$ cat config.mk
export PLATFORM = sky130hd
export DESIGN_NAME = vga_scanout
export DESIGN_NICKNAME = d
export VERILOG_FILES = /design/src/rtl/vga_timing_pkg.sv /design/src/rtl/vga_timing_counter.sv /design/src/rtl/vga_scanout.sv
export SDC_FILE = /design/constraint.sdc
export NUM_CORES = 1
export LEC_CHECK = 0
export ABC_CLOCK_PERIOD_IN_PS = 4590
export CAP_MARGIN = 25
export CORE_MARGIN = 5
export CORE_UTILIZATION = 42
export CTS_CLUSTER_SIZE = 16
export DETAILED_ROUTE_END_ITERATION = 8
export PLACE_DENSITY = 0.71
export SYNTH_ARGS = -nofsm -noshare
export SYNTH_HDL_FRONTEND = slang
export SYNTH_SLANG_ARGS = --single-unit
$ cat constraint.sdc
create_clock -name clk -period 4.59 [get_ports clk]
set_input_delay 1.1475 -clock clk [delete_from_list [all_inputs] [get_ports clk]]
set_output_delay 1.1475 -clock clk [all_outputs]
set_load 0.02 [all_outputs]
$ cat src/rtl/vga_timing_pkg.sv
// Shared 640x480@60 VGA timing constants, scanout state enum and pixel packing width.
package vga_timing_pkg;

    localparam int H_ACTIVE_DEF = 640;
    localparam int H_FP_DEF     = 16;
    localparam int H_SYNC_DEF   = 96;
    localparam int H_BP_DEF     = 48;
    localparam int V_ACTIVE_DEF = 480;
    localparam int V_FP_DEF     = 10;
    localparam int V_SYNC_DEF   = 2;
    localparam int V_BP_DEF     = 33;

    localparam int H_TOTAL = H_ACTIVE_DEF + H_FP_DEF + H_SYNC_DEF + H_BP_DEF;
    localparam int V_TOTAL = V_ACTIVE_DEF + V_FP_DEF + V_SYNC_DEF + V_BP_DEF;

    localparam int CNT_W = 10;
    localparam int RGB_W = 24;

    typedef enum logic {
        IDLE = 1'b0,
        RUN  = 1'b1
    } state_t;

endpackage

$ cat src/rtl/vga_timing_counter.sv
// Horizontal/vertical raster counters with active-region and sync-window decode.
// Counters hold at 0 until enabled; decode outputs are combinational from the counters.
module vga_timing_counter
    import vga_timing_pkg::*;
#(
    parameter int H_ACTIVE = H_ACTIVE_DEF,
    parameter int H_FP     = H_FP_DEF,
    parameter int H_SYNC   = H_SYNC_DEF,
    parameter int H_BP     = H_BP_DEF,
    parameter int V_ACTIVE = V_ACTIVE_DEF,
    parameter int V_FP     = V_FP_DEF,
    parameter int V_SYNC   = V_SYNC_DEF,
    parameter int V_BP     = V_BP_DEF
) (
    input  logic             clk,
    input  logic             rst,
    input  logic             en,
    output logic [CNT_W-1:0] hcnt,
    output logic [CNT_W-1:0] vcnt,
    output logic             active,
    output logic             hsync_pre,
    output logic             vsync_pre
);

    localparam logic [CNT_W-1:0] H_LAST   = CNT_W'(H_ACTIVE + H_FP + H_SYNC + H_BP - 1);
    localparam logic [CNT_W-1:0] V_LAST   = CNT_W'(V_ACTIVE + V_FP + V_SYNC + V_BP - 1);
    localparam logic [CNT_W-1:0] H_VIS    = CNT_W'(H_ACTIVE);
    localparam logic [CNT_W-1:0] V_VIS    = CNT_W'(V_ACTIVE);
    localparam logic [CNT_W-1:0] HS_START = CNT_W'(H_ACTIVE + H_FP);
    localparam logic [CNT_W-1:0] HS_END   = CNT_W'(H_ACTIVE + H_FP + H_SYNC - 1);
    localparam logic [CNT_W-1:0] VS_START = CNT_W'(V_ACTIVE + V_FP);
    localparam logic [CNT_W-1:0] VS_END   = CNT_W'(V_ACTIVE + V_FP + V_SYNC - 1);

    always_ff @(posedge clk or posedge rst) begin
        if (rst) begin
            hcnt <= '0;
            vcnt <= '0;
        end else if (en) begin
            if (hcnt == H_LAST) begin
                hcnt <= '0;
                vcnt <= (vcnt == V_LAST) ? '0 : vcnt + 1'b1;
            end else begin
                hcnt <= hcnt + 1'b1;
            end
        end
    end

    // hsync_pre/vsync_pre are high inside the sync window; the top inverts them.
    assign active    = en && (hcnt < H_VIS) && (vcnt < V_VIS);
    assign hsync_pre = (hcnt >= HS_START) && (hcnt <= HS_END);
    assign vsync_pre = (vcnt >= VS_START) && (vcnt <= VS_END);

endmodule

$ cat src/rtl/vga_scanout.sv
// VGA scanout: pops one FWFT RGB word per active pixel, registers sync/blank/colour (1 clock to pins).
// An empty FIFO never stalls the raster: the pixel shows UNDERFLOW_RGB and the sticky flag sets.
// Optional SCANOUT_UNDERFLOW_CNT_EN adds a saturating 16-bit underflowed-pixel counter port.
module vga_scanout
    import vga_timing_pkg::*;
#(
    parameter int          H_ACTIVE      = H_ACTIVE_DEF,
    parameter int          H_FP          = H_FP_DEF,
    parameter int          H_SYNC        = H_SYNC_DEF,
    parameter int          H_BP          = H_BP_DEF,
    parameter int          V_ACTIVE      = V_ACTIVE_DEF,
    parameter int          V_FP          = V_FP_DEF,
    parameter int          V_SYNC        = V_SYNC_DEF,
    parameter int          V_BP          = V_BP_DEF,
    parameter logic [23:0] UNDERFLOW_RGB = 24'hFF00FF
) (
    input  logic             clk,
    input  logic             rst,
    input  logic             fifo_empty,
    input  logic [RGB_W-1:0] fifo_dout,
    output logic             fifo_rd_en,
    output logic             hsync,
    output logic             vsync,
    output logic             blank,
    output logic [7:0]       red,
    output logic [7:0]       green,
    output logic [7:0]       blue,
    output logic             frame_start,
`ifdef SCANOUT_UNDERFLOW_CNT_EN
    output logic [15:0]      underflow_cnt,
`endif
    output logic             underflow
);

    state_t           state, state_nxt;
    logic [CNT_W-1:0] hcnt, vcnt;
    logic             active, hsync_pre, vsync_pre;
    logic [RGB_W-1:0] pix;
    logic             pix_underflow;
    logic             first_pix;
    logic [RGB_W-1:0] rgb;

    vga_timing_counter #(
        .H_ACTIVE (H_ACTIVE),
        .H_FP     (H_FP),
        .H_SYNC   (H_SYNC),
        .H_BP     (H_BP),
        .V_ACTIVE (V_ACTIVE),
        .V_FP     (V_FP),
        .V_SYNC   (V_SYNC),
        .V_BP     (V_BP)
    ) u_timing (
        .clk       (clk),
        .rst       (rst),
        .en        (state == RUN),
        .hcnt      (hcnt),
        .vcnt      (vcnt),
        .active    (active),
        .hsync_pre (hsync_pre),
        .vsync_pre (vsync_pre)
    );

    always_ff @(posedge clk or posedge rst) begin
        if (rst) state <= IDLE;
        else     state <= state_nxt;
    end

    // Scanout starts once the producer has the first word ready, then free-runs.
    always_comb begin
        state_nxt = state;
        case (state)
            IDLE:    if (!fifo_empty) state_nxt = RUN;
            RUN:     state_nxt = RUN;
            default: state_nxt = IDLE;
        endcase
    end

    always_comb begin
        pix           = '0;
        pix_underflow = 1'b0;
        if (active) begin
            if (fifo_empty) begin
                pix           = UNDERFLOW_RGB;
                pix_underflow = 1'b1;
            end else begin
                pix = fifo_dout;
            end
        end
    end

    assign fifo_rd_en = active && !fifo_empty;
    assign first_pix  = active && (hcnt == '0) && (vcnt == '0);

    always_ff @(posedge clk or posedge rst) begin
        if (rst) begin
            hsync       <= 1'b1;
            vsync       <= 1'b1;
            blank       <= 1'b1;
            rgb         <= '0;
            frame_start <= 1'b0;
            underflow   <= 1'b0;
        end else begin
            hsync       <= !hsync_pre;
            vsync       <= !vsync_pre;
            blank       <= !active;
            rgb         <= pix;
            frame_start <= first_pix;
            underflow   <= underflow || pix_underflow;
        end
    end

    assign red   = rgb[23:16];
    assign green = rgb[15:8];
    assign blue  = rgb[7:0];

`ifdef SCANOUT_UNDERFLOW_CNT_EN
    always_ff @(posedge clk or posedge rst) begin
        if (rst)                                         underflow_cnt <= '0;
        else if (pix_underflow && underflow_cnt != '1)   underflow_cnt <= underflow_cnt + 1'b1;
    end
`endif

endmodule

==> results.py <==
metrics = {
    "critical_path": {
        "cp-start-kind": "primary input",
        "r2r_end": "u_timing.vcnt[9]",
        "reg2regPathDepth": 6,
        "reg2reg_slack_ns": 2.45,
        "crit_type": "in2out",
        "cp-end-kind": "primary output",
        "critPathMaxFanout": 9,
        "cp_data_arrival_time_ns": 2.60,
        "critical_path.slowest_cell": "clkdlybuf4s50_1",
        "timing.rr.start": "u_timing.vcnt[0]",
        "required_ns": 3.44,
        "slowest_delay_ns": 0.68,
        "path_cells": "clkdlybuf4s50_1 > nor2_1 > clkdlybuf4s50_1",
        "crit_path_frequent_cell": "clkdlybuf4s50_1",
    },
    "clock_network": {
        "cts_tree": "yes",
        "cts-hold-fix-buffers": 0,
        "htreeDepth": 2,
        "clock_path_buffers": 2,
        "cts.sinks": 50,
        "post_cts_buffers": 0,
        "clockRootBuffer": "clkbuf_8",
        "clk_latency_ns": 0.31,
        "numCtsBuffers": 5,
        "path_clk_slew_ns": 0.09,
        "cts.repair.resized": 0,
    },
    "placement": {
        "io_buffers": 56,
        "gp_congestion": 0.767,
        "pre_cts_slack_ns": 0.835,
        "place_hpwl_um": 3410,
        "placed_area_sq_um": 2760,
        "dp.cells": 327,
    },
    "floorplan": {
        "initial_core_util_pct": 42.7,
        "die_y_um": 81.6,
        "num_io_pins": 57,
        "rows": 26,
        "fp.coreArea_sq_um": 5040,
        "dieArea_sq_um": 6660,
        "die-width_um": 81.6,
    },
    "finish": {
        "fin_cells": 336,
        "fin_area_sq_um": 2900,
        "diodes": 0,
        "drive_gt1_share_pct": 7.14,
        "final_core_util_pct": 57.4,
        "area_growth_syn_to_layout_pct": 34.5,
        "final_net_count": 297,
    },
    "global_routing": {
        "grt_max_degree": 51,
        "grt_remaining_overflow": 0,
        "grt_first_pass_wirelength_um": 7710,
        "gr-usage-all-layers_pct": 15.6,
        "antenna_found_initial": 0,
        "grt_pass1_vias": 1558,
    },
    "yosys": {
        "syn-num-nets": 239,
        "dominantRegCellSynth": "dfrtp_1",
        "ys_types": 41,
        "ys_seq_area_share_pct": 58.3,
        "synth_area_per_cell_sq_um": 10.4,
        "synth_area_sq_um": 2150,
        "synth_area_leader_cell": "dfrtp_1",
        "synth_warnings": 0,
        "synth_edf_count": 0,
        "async_flop_share_pct": 100,
        "yosys-top-cells-area": "dfrtp_1 (55%), nor2_1 (7.1%), dfstp_2 (3.7%)",
        "netlist_instances": 207,
        "ys_ff_latch": 50,
        "yosysTopAreaCellShare_pct": 54.6,
    },
    "timing": {
        "hold_ws_ns": 0.480,
        "tightestPinTransition_ns": 0.631,
        "worst_slack_ns": 0.842,
        "rsz0062_at_grt": "no",
        "period_needed_ns": 3.75,
        "slew_headroom_pct": 57.3,
        "period_share_pct": 81.7,
        "hold_violations": 0,
        "fin_tns_setup_ns": 0,
        "maxSlewViolCount": 0,
        "fin_skew_ns": 0.00738,
        "maxClockFrequency_mhz": 267,
        "final-setup-viol-count": 0,
    },
    "run_status": {
        "status": "finished, final reports clean",
    },
    "pwr": {
        "p_seq_share_pct": 53.4,
        "p_int_mw": 0.659,
        "powerDensity_nw_per_um2": 293,
        "p_switching_mw": 0.190,
        "p_clk_share_pct": 36.8,
        "p_sw_share_pct": 22.3,
        "finalPower_mw": 0.849,
        "pwr-share-comb_pct": 9.8,
        "ir_drop_mv": 0.130,
        "p_leak_nw": 1.21,
    },
    "routing": {
        "dr.pass1.iters": 4,
        "post_drt_wl_per_cell_um": 14.1,
        "postRouteAntennaNets": 0,
        "viasPerCell": 4.95,
        "drc": 0,
        "wl_um": 4750,
        "num_vias": 1663,
        "detail_route.iter0.violations": 84,
    },
    "min_path": {
        "holdPathEnd": "underflow",
        "hold_depth": 1,
        "min_from": "underflow",
        "hold_path.class": "reg2reg",
    },
    "run": {
        "maxCapViolations": 0,
    },
}
[Yosys cell counts, types with 4 or more instances]
master / n
xnor2_1: 4
nand4_1: 7
nor2_1: 41
nand2_1: 14
dfrtp_1: 47
ha_1: 5
clkbuf_1: 4
and2_1: 8
and3_1: 5
xor2_1: 4
inv_1: 11
nand3_1: 8
o21ai_0: 9
nor3_1: 4
[kinds of logic (layout without fill, tap and decap cells)]
family	count (synthesis)	after routing	share of synthesized area [%]
multiplexers	1	1	0.465
AO/OA/AOI/OAI	24	24	6.86
buffers and inverters	19	78	4.36
AND/OR/NAND/NOR	100	100	23.9
flip-flops	50	50	58.3
adder cells (fa/ha/maj)	5	5	2.91
XOR/XNOR	8	8	3.25
[critical path: cells and delay by family]
kind / cells / cell delay [ns]
buffers and inverters: 2 / 1.10
AND/OR/NAND/NOR: 1 / 0.35
[placed cells by master, fill, tap and decap left out, types with 4 or more instances in the layout]
master           instances
clkdlybuf4s50_1         56
dfrtp_1                 47
nor2_1                  41
nand2_1                 14
inv_1                   10
o21ai_0                  9
nand3_1                  8
and2_1                   8
nand4_1                  7
and3_1                   5
ha_1                     5
clkbuf_8                 5
xor2_1                   4
nor3_1                   4
xnor2_1                  4
[worst max path at each step]
stage               start    endpoint  cells past startpoint
6_report       fifo_empty  fifo_rd_en                      3
5_1_grt        fifo_empty  fifo_rd_en                      3
4_1_cts        fifo_empty  fifo_rd_en                      3
3_5_place_dp   fifo_empty  fifo_rd_en                      3
3_3_place_gp   fifo_empty  fifo_rd_en                      3
2_1_floorplan  fifo_empty  fifo_rd_en                      2
[layout make-up]
cell class / count / area [sq um]
inverters: 11 / 41.3
flip-flops and latches: 50 / 1250
multi-input cells: 138 / 805
fillers: 436 / 2150
repair buffers: 59 / 596
well taps: 70 / 87.6
clock inverters: 2 / 38.8
clock buffers: 6 / 72.6
[state kept, by name, indices dropped and copies added (netlist names)]
| name | cells |
|---|---|
| rgb | 24 |
| blank | 1 |
| state | 1 |
| u_timing.hcnt | 10 |
| u_timing.vcnt | 10 |
| frame_start | 1 |
| vsync | 1 |
| hsync | 1 |
| underflow | 1 |
[metal layers]
layer | up-vias | share of wire [%] | wire [um] | GRT usage [%]
li1 | 811 | - | - | -
met1 | 801 | 40 | 1920 | 19.0
met2 | 44 | 54 | 2550 | 27.0
met3 | 7 | 4.4 | 208 | 3.29
met4 | 0 | 1.5 | 70 | 6.15
met5 | - | 0 | 0 | 0
[power groups by stage]
stage	clock network, mW	registers, mW	logic, mW
2_1_floorplan	0	0.477	0.0176
3_3_place_gp	0	0.462	0.0815
3_5_place_dp	0	0.462	0.0825
4_1_cts	0.318	0.453	0.0828
5_1_grt	0.347	0.454	0.0894
6_report	0.312	0.453	0.0834
(Power assumes the default switching activity.)
